File: config.mk
export PLATFORM = sky130hd
export DESIGN_NAME = key_events_flat
export DESIGN_NICKNAME = d
export VERILOG_FILES = /design/src/rtl/key_events_pkg.sv /design/src/rtl/key_events_if.sv /design/src/rtl/key_events_channel.sv /design/src/rtl/key_events.sv /design/src/flat_wrapper.sv
export SDC_FILE = /design/constraint.sdc
export NUM_CORES = 1
export LEC_CHECK = 0
export CAP_MARGIN = 20
export CORE_UTILIZATION = 50
export DETAILED_ROUTE_END_ITERATION = 8
export PLACE_DENSITY = 0.7
export SETUP_SLACK_MARGIN = 0.02
export SLEW_MARGIN = 20
export SYNTH_ARGS = -nofsm -noshare
export SYNTH_HDL_FRONTEND = slang
export SYNTH_HIERARCHICAL = 1
export SYNTH_SLANG_ARGS = --single-unit
File: constraint.sdc
create_clock -name clk -period 1.61 [get_ports clk]
set_input_delay 0.322 -clock clk [delete_from_list [all_inputs] [get_ports clk]]
set_output_delay 0.322 -clock clk [all_outputs]
set_load 0.01 [all_outputs]
File: src/rtl/key_events_pkg.sv
// key_events_pkg: mode and FSM encodings plus parameter legality check for key_events
package key_events_pkg;
  typedef enum logic [1:0] {KM_PRESS, KM_RELEASE, KM_BOTH, KM_REPEAT} km_e;
  typedef enum logic [1:0] {ST_UP, ST_DOWN, ST_REPEAT} st_e;
  function automatic bit params_ok(int sync_stages, int debounce_cycles, int repeat_delay, int repeat_period);
    return sync_stages >= 2 && debounce_cycles >= 1 && repeat_delay >= 1 && repeat_period >= 1;
  endfunction
endpackage

File: src/rtl/key_events_if.sv
// key_events_if: key pins and mode in, debounced levels and event pulses out
interface key_events_if #(parameter int N_KEYS = 4);
  logic [N_KEYS-1:0]   key;
  logic [2*N_KEYS-1:0] mode;
  logic [N_KEYS-1:0]   level;
  logic [N_KEYS-1:0]   evt;
  logic                any_evt;
  modport master (output key, mode, input level, evt, any_evt);
  modport slave  (input key, mode, output level, evt, any_evt);
endinterface

File: src/rtl/key_events_channel.sv
// key_channel: one key - synchroniser, counter debounce, press/release/repeat FSM, registered pulse
module key_channel
  import key_events_pkg::*;
#(
  parameter int SYNC_STAGES     = 2,
  parameter int DEBOUNCE_CYCLES = 4,
  parameter int REPEAT_DELAY    = 50,
  parameter int REPEAT_PERIOD   = 10,
  parameter int ACTIVE_LOW_IN   = 1
) (
  input  logic       clk,
  input  logic       reset,
  input  logic       key,
  input  logic [1:0] mode,
  output logic       level,
  output logic       evt
);
  localparam int CW   = $clog2(DEBOUNCE_CYCLES + 1);
  localparam int RMAX = REPEAT_DELAY > REPEAT_PERIOD ? REPEAT_DELAY : REPEAT_PERIOD;
  localparam int RW   = $clog2(RMAX + 1);
  if (!params_ok(SYNC_STAGES, DEBOUNCE_CYCLES, REPEAT_DELAY, REPEAT_PERIOD)) begin : g_bad_params
    $error("key_channel: illegal parameter values");
  end
  logic [SYNC_STAGES-1:0] sync_q, sync_d;
  logic [CW-1:0]          cnt_q, cnt_d;
  logic [RW-1:0]          rcnt_q, rcnt_d;
  logic                   level_q, level_d;
  logic                   evt_q, evt_d;
  st_e                    st_q, st_d;
  logic                   s, flip, rise, fall, rep_hit;
  km_e                    m;
  // synchronise the normalised key and debounce it; level flips after DEBOUNCE_CYCLES disagreeing samples
  always_comb begin
    sync_d  = {sync_q[SYNC_STAGES-2:0], key ^ (ACTIVE_LOW_IN != 0)};
    s       = sync_q[SYNC_STAGES-1];
    flip    = (s != level_q) && (cnt_q == CW'(DEBOUNCE_CYCLES - 1));
    cnt_d   = (s == level_q || flip) ? '0 : cnt_q + CW'(1);
    level_d = level_q ^ flip;
    rise    = flip & ~level_q;
    fall    = flip & level_q;
  end
  // event FSM: release beats a coinciding repeat tick, and leaving mode 11 parks the channel in DOWN
  always_comb begin
    m       = km_e'(mode);
    st_d    = st_q;
    rcnt_d  = rcnt_q;
    evt_d   = 1'b0;
    rep_hit = (st_q == ST_DOWN) ? rcnt_q == RW'(REPEAT_DELAY - 1) : rcnt_q == RW'(REPEAT_PERIOD - 1);
    if (st_q == ST_UP) begin
      st_d   = rise ? ST_DOWN : ST_UP;
      rcnt_d = '0;
      evt_d  = rise && m != KM_RELEASE;
    end else if (fall) begin
      st_d   = ST_UP;
      rcnt_d = '0;
      evt_d  = m == KM_RELEASE || m == KM_BOTH;
    end else if (m != KM_REPEAT) begin
      st_d   = ST_DOWN;
      rcnt_d = '0;
    end else if (rep_hit) begin
      st_d   = ST_REPEAT;
      rcnt_d = '0;
      evt_d  = 1'b1;
    end else begin
      rcnt_d = rcnt_q + RW'(1);
    end
  end
  // state registers; sync flops reset to the released value so reset exit never looks like a press
  always_ff @(posedge clk or negedge reset) begin
    if (!reset) begin
      sync_q  <= '0;
      cnt_q   <= '0;
      rcnt_q  <= '0;
      level_q <= 1'b0;
      evt_q   <= 1'b0;
      st_q    <= ST_UP;
    end else begin
      sync_q  <= sync_d;
      cnt_q   <= cnt_d;
      rcnt_q  <= rcnt_d;
      level_q <= level_d;
      evt_q   <= evt_d;
      st_q    <= st_d;
    end
  end
  assign level = level_q;
  assign evt   = evt_q;
endmodule

File: src/rtl/key_events.sv
// key_events: N_KEYS independent key conditioners plus an any-event flag
module key_events
  import key_events_pkg::*;
#(
  parameter int N_KEYS          = 4,
  parameter int SYNC_STAGES     = 2,
  parameter int DEBOUNCE_CYCLES = 4,
  parameter int REPEAT_DELAY    = 50,
  parameter int REPEAT_PERIOD   = 10,
  parameter int ACTIVE_LOW_IN   = 1
) (
  input logic          clk,
  input logic          reset,
  key_events_if.slave  bus
);
  logic [N_KEYS-1:0] level_w, evt_w;
  for (genvar i = 0; i < N_KEYS; i++) begin : g_ch
    key_channel #(
      .SYNC_STAGES(SYNC_STAGES), .DEBOUNCE_CYCLES(DEBOUNCE_CYCLES),
      .REPEAT_DELAY(REPEAT_DELAY), .REPEAT_PERIOD(REPEAT_PERIOD), .ACTIVE_LOW_IN(ACTIVE_LOW_IN)
    ) u_ch (
      .clk(clk), .reset(reset), .key(bus.key[i]), .mode(bus.mode[2*i+:2]),
      .level(level_w[i]), .evt(evt_w[i])
    );
  end
  assign bus.level   = level_w;
  assign bus.evt     = evt_w;
  assign bus.any_evt = |evt_w;
endmodule
File: src/flat_wrapper.sv
// flat-port wrapper written by rule: the top's interface ports become plain ports
module key_events_flat import key_events_pkg::*;
#(
  parameter int N_KEYS          = 4,
  parameter int SYNC_STAGES     = 2,
  parameter int DEBOUNCE_CYCLES = 4,
  parameter int REPEAT_DELAY    = 50,
  parameter int REPEAT_PERIOD   = 10,
  parameter int ACTIVE_LOW_IN   = 1
)
  (clk, reset, bus_key, bus_mode, bus_level, bus_evt, bus_any_evt);
  key_events_if #(.N_KEYS(N_KEYS)) bus_i ();
  input logic clk;
  input logic reset;
  input wire logic [$bits(bus_i.key)-1:0] bus_key;
  input wire logic [$bits(bus_i.mode)-1:0] bus_mode;
  output wire logic [$bits(bus_i.level)-1:0] bus_level;
  output wire logic [$bits(bus_i.evt)-1:0] bus_evt;
  output wire logic [$bits(bus_i.any_evt)-1:0] bus_any_evt;
  assign bus_i.key = bus_key;
  assign bus_i.mode = bus_mode;
  assign bus_level = bus_i.level;
  assign bus_evt = bus_i.evt;
  assign bus_any_evt = bus_i.any_evt;
  key_events #(.N_KEYS(N_KEYS), .SYNC_STAGES(SYNC_STAGES), .DEBOUNCE_CYCLES(DEBOUNCE_CYCLES), .REPEAT_DELAY(REPEAT_DELAY), .REPEAT_PERIOD(REPEAT_PERIOD), .ACTIVE_LOW_IN(ACTIVE_LOW_IN)) u_core (.clk(clk), .reset(reset), .bus(bus_i));
endmodule
**After elaboration in Yosys (flattened, before gate mapping)**

Cells that the tools add are included.

- Bits in registers: 60
- Input bits: 14
- Output and inout bits: 9
- Logic and storage cells: 177

- $add $sub $neg: 8
- Equal/unequal tests: 40
- Muxes and demuxes: 60
- Bitwise operators: 20
- Reductions and logical operators: 25

Operators by type and width:

| kind | count |
|---|---|
| 2-to-1 mux 6 bit | 16 |
| 2-to-1 mux 2 bit | 16 |
| adder 6 x 1 -> 6 bit, second input constant | 4 |
| equality test 6 x 4 -> 1 bit, second input constant | 4 |
| equality test 6 bit, second input constant | 4 |
| 2-to-1 mux 1 bit | 24 |
| equality test 2 x 1 -> 1 bit, second input constant | 8 |
| nonzero test 4 bit | 4 |
| adder 3 x 1 -> 3 bit, second input constant | 4 |
| equality test 3 x 2 -> 1 bit, second input constant | 4 |
| 2-to-1 mux 3 bit | 4 |
| AND 1 bit | 8 |
| equality test 2 bit, second input constant | 4 |
| logical AND 1 bit | 8 |
| logical NOT 2 bit | 4 |
| logical OR 1 bit | 8 |
| != test 2 x 1 -> 1 bit, second input constant | 4 |
| != test 2 bit, second input constant | 4 |
| NOT 1 bit | 8 |
| equality test 1 bit | 4 |
| != test 1 bit | 4 |
| OR reduction 4 bit | 1 |
| bitwise XOR 1 bit | 4 |

**Depth between registers and ports, before layout**

- Word-level depth: 6
- Gate-level depth with buffers: 6
- Gate-level depth less buffers: 6

**Hierarchy**

The synthesis kept the hierarchy.

By module, submodules not included:

| module | times used | cells each | area an instance (um^2) |
|---|---|---|---|
| key_channel | 4 | 66 | 728.2 |
| key_events | 1 | 1 | 7.5 |

**Worst setup path before layout**

No wires, ideal clock.

- Path type: reg-to-reg
- From: register u_core.g_ch[0].u_ch.cnt_q[0]
- To: register u_core.g_ch[0].u_ch.st_q[0]
- Arrival time: 1287 ps
- Required time: 1532 ps
- Setup slack: 246 ps
- Cell stages (with the launch flop): 7
- Path through: dfrtp_1 > ha_1 > ha_1 > nand3b_1 > and3_2 > o21ai_2 > o2bb2ai_1

- Word-level cells in the longest chain between the ends: 5
- Elaborated cells on any way between the ends: 8

Ends and longest elaborated chain:

| what | line | RTL |
|---|---|---|
| start: declaration | key_events_channel.sv:25 | `logic [CW-1:0] cnt_q, cnt_d;` |
| start signal: assignment | key_events_channel.sv:79 | `cnt_q <= cnt_d;` |
| equality test 3 x 2 -> 1 bit * | key_events_channel.sv:36 | `flip = (s != level_q) && (cnt_q == CW'(DEBOUNCE_CYCLES - 1));` |
| logical AND 1 bit * | key_events_channel.sv:36 |  |
| AND 1 bit, on equally long branches | key_events_channel.sv:40, key_events_channel.sv:39 |  |
| 2-to-1 mux 2 bit / 2-to-1 mux 1 bit (equally long branches) | key_events_channel.sv:53, key_events_channel.sv:50 |  |
| 2-to-1 mux 2 bit | key_events_channel.sv:49 | `if (st_q == ST_UP) begin` |
| end signal: assignment | key_events_channel.sv:83 | `st_q <= st_d;` |
| end: declaration | key_events_channel.sv:29 | `st_e st_q, st_d;` |

Mark *: on every way between the ends. The rest lies on a longest branch, timed or not.
A chain may end at the register's enable or synchronous reset.

**Worst setup path after layout**

- From: register u_core.g_ch[1].u_ch.evt_q
- To: output port bus_any_evt

- Word-level cells in the longest chain between the ends: 1

Ends and longest elaborated chain:

| what | line | RTL |
|---|---|---|
| start: declaration | key_events_channel.sv:28 | `logic evt_q, evt_d;` |
| start signal: assignment | key_events_channel.sv:82 | `evt_q <= evt_d;` |
| OR reduction 4 bit | key_events.sv:28 | `assign bus.any_evt = \|evt_w;` |
| end: declaration | flat_wrapper.sv:19 | `output wire logic [$bits(bus_i.any_evt)-1:0] bus_any_evt;` |

No other way between the ends.

==> impl_metrics.toml <==
[layout]
area_growth_syn_to_layout_pct = 19.5
seqCellArea_um2 = 1500
num-fill-cells = 468
layout.cells.non_filler = 384
drive_gt1_share_pct = 13.8
multi_input_area_um2 = 1330
diodes = 0
final_common_cell = "dfrtp_1"
finalNetCount = 345
final_cell_mix = "dfrtp_1 (60), nor2_1 (48), inv_1 (24), ha_1 (24)"

[grt]
grt_overflow = 0
grt_usage_pct = 17.0
grt_pass1_vias = 1855
antenna_found_initial = 0
grt_first_pass_wirelength_um = 7930
grt_max_degree = 48

[min_path]
hp-class = "register to register"

[timing]
skew_ns = 0.00347
fin_crit_ns = 1.68
grt_setup_unrepaired = "true"
slew_viol_final = 0
totalNegativeSetupSlack_ns = -0.0687
hold_viol = 0
fmax_ghz = 0.596
setup_viol = 1
fin_crit_sh_pct = 104
setup_slack_ns = -0.0687
relSlewSlack_pct = 77.0
worst_pin_slew_ns = 0.345

[synthesis]
netlist_instances = 265
yosysSeqAreaShare_pct = 51.4
synth_seq_cells = 60
syn_nets = 303
synthFlopType = "dfrtp_1"
yosysWarnings = 6
synthArstFlopShare_pct = 100
synth_top_family_by_area = "simple AND/OR/NAND/NOR gates"
synthAdderAreaFrac_pct = 10.3
yosysUniqueCellTypes = 25
muxShareOfSynthArea_pct = 1.54
syn_avg_cell_area_um2 = 11.0
synth_xor_area_share_pct = 4.80
synth_edf_count = 0
synth-compound-area-share_pct = 9.25
synthSimpleGateAreaFrac_pct = 19.6
syn_area_um2 = 2920

[status]
status = "finished with violations"
violations = "negative setup slack"

[detailed_routing]
drt_pass1_iterations = 4
vias = 1924
drt_iter0_drc = 68
ant_nets = 0
wl_um = 4370
drc_errors = 0
wl_per_cell_um = 11.4
viasPerCell = 5.01

[worst_setup_path]
worstSetupEndpointType = "output port"
crit_slowest_cell = "or4_1"
startpoint_type = "register"
path_max_fanout = 2
worstPathArrival_ns = 1.36
crit_path_cell_trace = "or4_1 > buf_2"
critPathTopFamily = "simple AND/OR/NAND/NOR gates"
path_class = "register to output port"
path_buf_inv = 1
cp_slowest_stage_delay_ns = 0.51
cp_data_required_time_ns = 1.29

[placed_design]
numPortBuffers = 22
dp.cells = 364
hpwl_um = 3050
gp_congestion = 0.762

[cts]
htreeDepth = 3
clk_pin_slew_ns = 0.06
ctsRootBufferMaster = "clkbuf_8"
cts.sinks = 60
clk_latency_ns = 0.33
cts_inserted_buffers = 9
clock_path_buffers = 2
cts_tree = "built"

[power]
power_leakage_uw = 0.00164
ir_worst_vdd_mv = 0.651
power_density_nw_per_um2 = 1130
fin_total_pwr_uw = 3960

[die]
coreArea_um2 = 5570
design.die.area_um2 = 6150
ios = 23
die_w_um = 78.4
rows = 27
fp.dieH_um = 78.4
start_util_pct = 52.4

[job]
maxCapViolCount = 0
-- cells by family (layout without fill, tap and decap cells) --
kind of cell / count (synthesis) / count (layout)
flip-flops: 60 / 60
AND/OR/NAND/NOR: 105 / 105
buffers and inverters: 24 / 71
XOR/XNOR: 16 / 16
adder cells (fa/ha/maj): 24 / 24
multiplexers: 4 / 4
AO/OA/AOI/OAI: 32 / 32
-- stage by stage --
stage / hold WS (ns) / utilization, % / setup slack [ns] / instance area (um^2)
5_1_grt: 0.365 / 62.6 / -0.113 / 3490
2_1_floorplan: 0.0264 / - / 0.246 / 2920
3_5_place_dp: 0.252 / 58.8 / -0.123 / 3280
3_3_place_gp: 0.247 / 58.8 / -0.122 / 3280
6_report: 0.350 / 62.6 / -0.0687 / 3490
4_1_cts: 0.353 / 62.5 / -0.0983 / 3480
-- synthesized netlist by cell type, types with 8 or more instances --
library cell,number,area [um^2]
ha_1,24,300
dfrtp_1,60,1500
xnor2_1,8,70.1
nor2_1,48,180
inv_1,24,90.1
xor2_1,8,70.1
nand3_1,12,60.1
nand2b_1,16,100
-- sequential cells by signal (all words and copies together) (netlist names), named ones only --
register / count
u_core/g_ch.u_ch/rcnt_q: 24
u_core/g_ch.u_ch/evt: 4
u_core/g_ch.u_ch/cnt_q: 12
u_core/g_ch.u_ch/st_q: 8
u_core/g_ch.u_ch/sync_q: 8
-- routing by layer --
| metal | routed length (um) | GRT usage, % | vias to the layer above |
|---|---|---|---|
| li1 | - | - | 980 |
| met2 | 1980 | 25.9 | 27 |
| met4 | 46 | 6.11 | 0 |
| met5 | 0 | 0 | - |
| met3 | 193 | 6.98 | 6 |
| met1 | 2160 | 21.8 | 911 |
-- worst paths after layout --
| path | cells past startpoint | from | slack [ns] | endpoint |
|---|---|---|---|---|
| worst max-delay path | 2 | u_core/g_ch[1].u_ch/evt | -0.07 | bus_any_evt |
| worst min-delay path | 0 | u_core/g_ch[1].u_ch/sync_q[0] | 0.35 | u_core/g_ch[1].u_ch/sync_q[1] |
| worst max register to register | 6 | u_core/g_ch[1].u_ch/cnt_q[0] | 0.16 | u_core/g_ch[1].u_ch/st_q[0] |
| worst min register to register | 0 | u_core/g_ch[1].u_ch/sync_q[0] | 0.35 | u_core/g_ch[1].u_ch/sync_q[1] |
| max in group asynchronous | 3 | reset | 0.64 | u_core/g_ch[2].u_ch/rcnt_q[2] |
| min in group asynchronous | 2 | reset | 0.43 | u_core/g_ch[1].u_ch/cnt_q[2] |
-- power by group --
group | internal (uW) | total (uW) | switching (uW)
Sequential | 1710 | 1830 | 129
Clock | 684 | 1220 | 531
Combinational | 473 | 908 | 435
Total | 2860 | 3960 | 1090
-- layout make-up --
cell class                      count  area share [%]
Inverter                           24            2.58
Tap cell                           72            2.58
Clock inverter                      1           0.143
Timing Repair Buffer               31            8.57
Multi-Input combinational cell    181            38.1
Sequential cell                    60            43.0
Clock buffer                       15            5.05
-- timing repair --
item                                    in CTS  in global routing
endpoints found under the hold margin       13                  0
hold buffers                                 1                  0
pin swaps                                    1                  1
endpoints found under the setup margin       5                  4
setup buffers                                3                  0
resized for setup                            5                  3
-- worst register-to-register path: cells and delay by family, from the launching register on --
kind / cells / cell delay [ns]
fa+ha+maj: 2 / 0.39
flops: 1 / 0.38
simple gates: 2 / 0.34
compound gates: 2 / 0.27
Power figures use the tool's default switching activity.
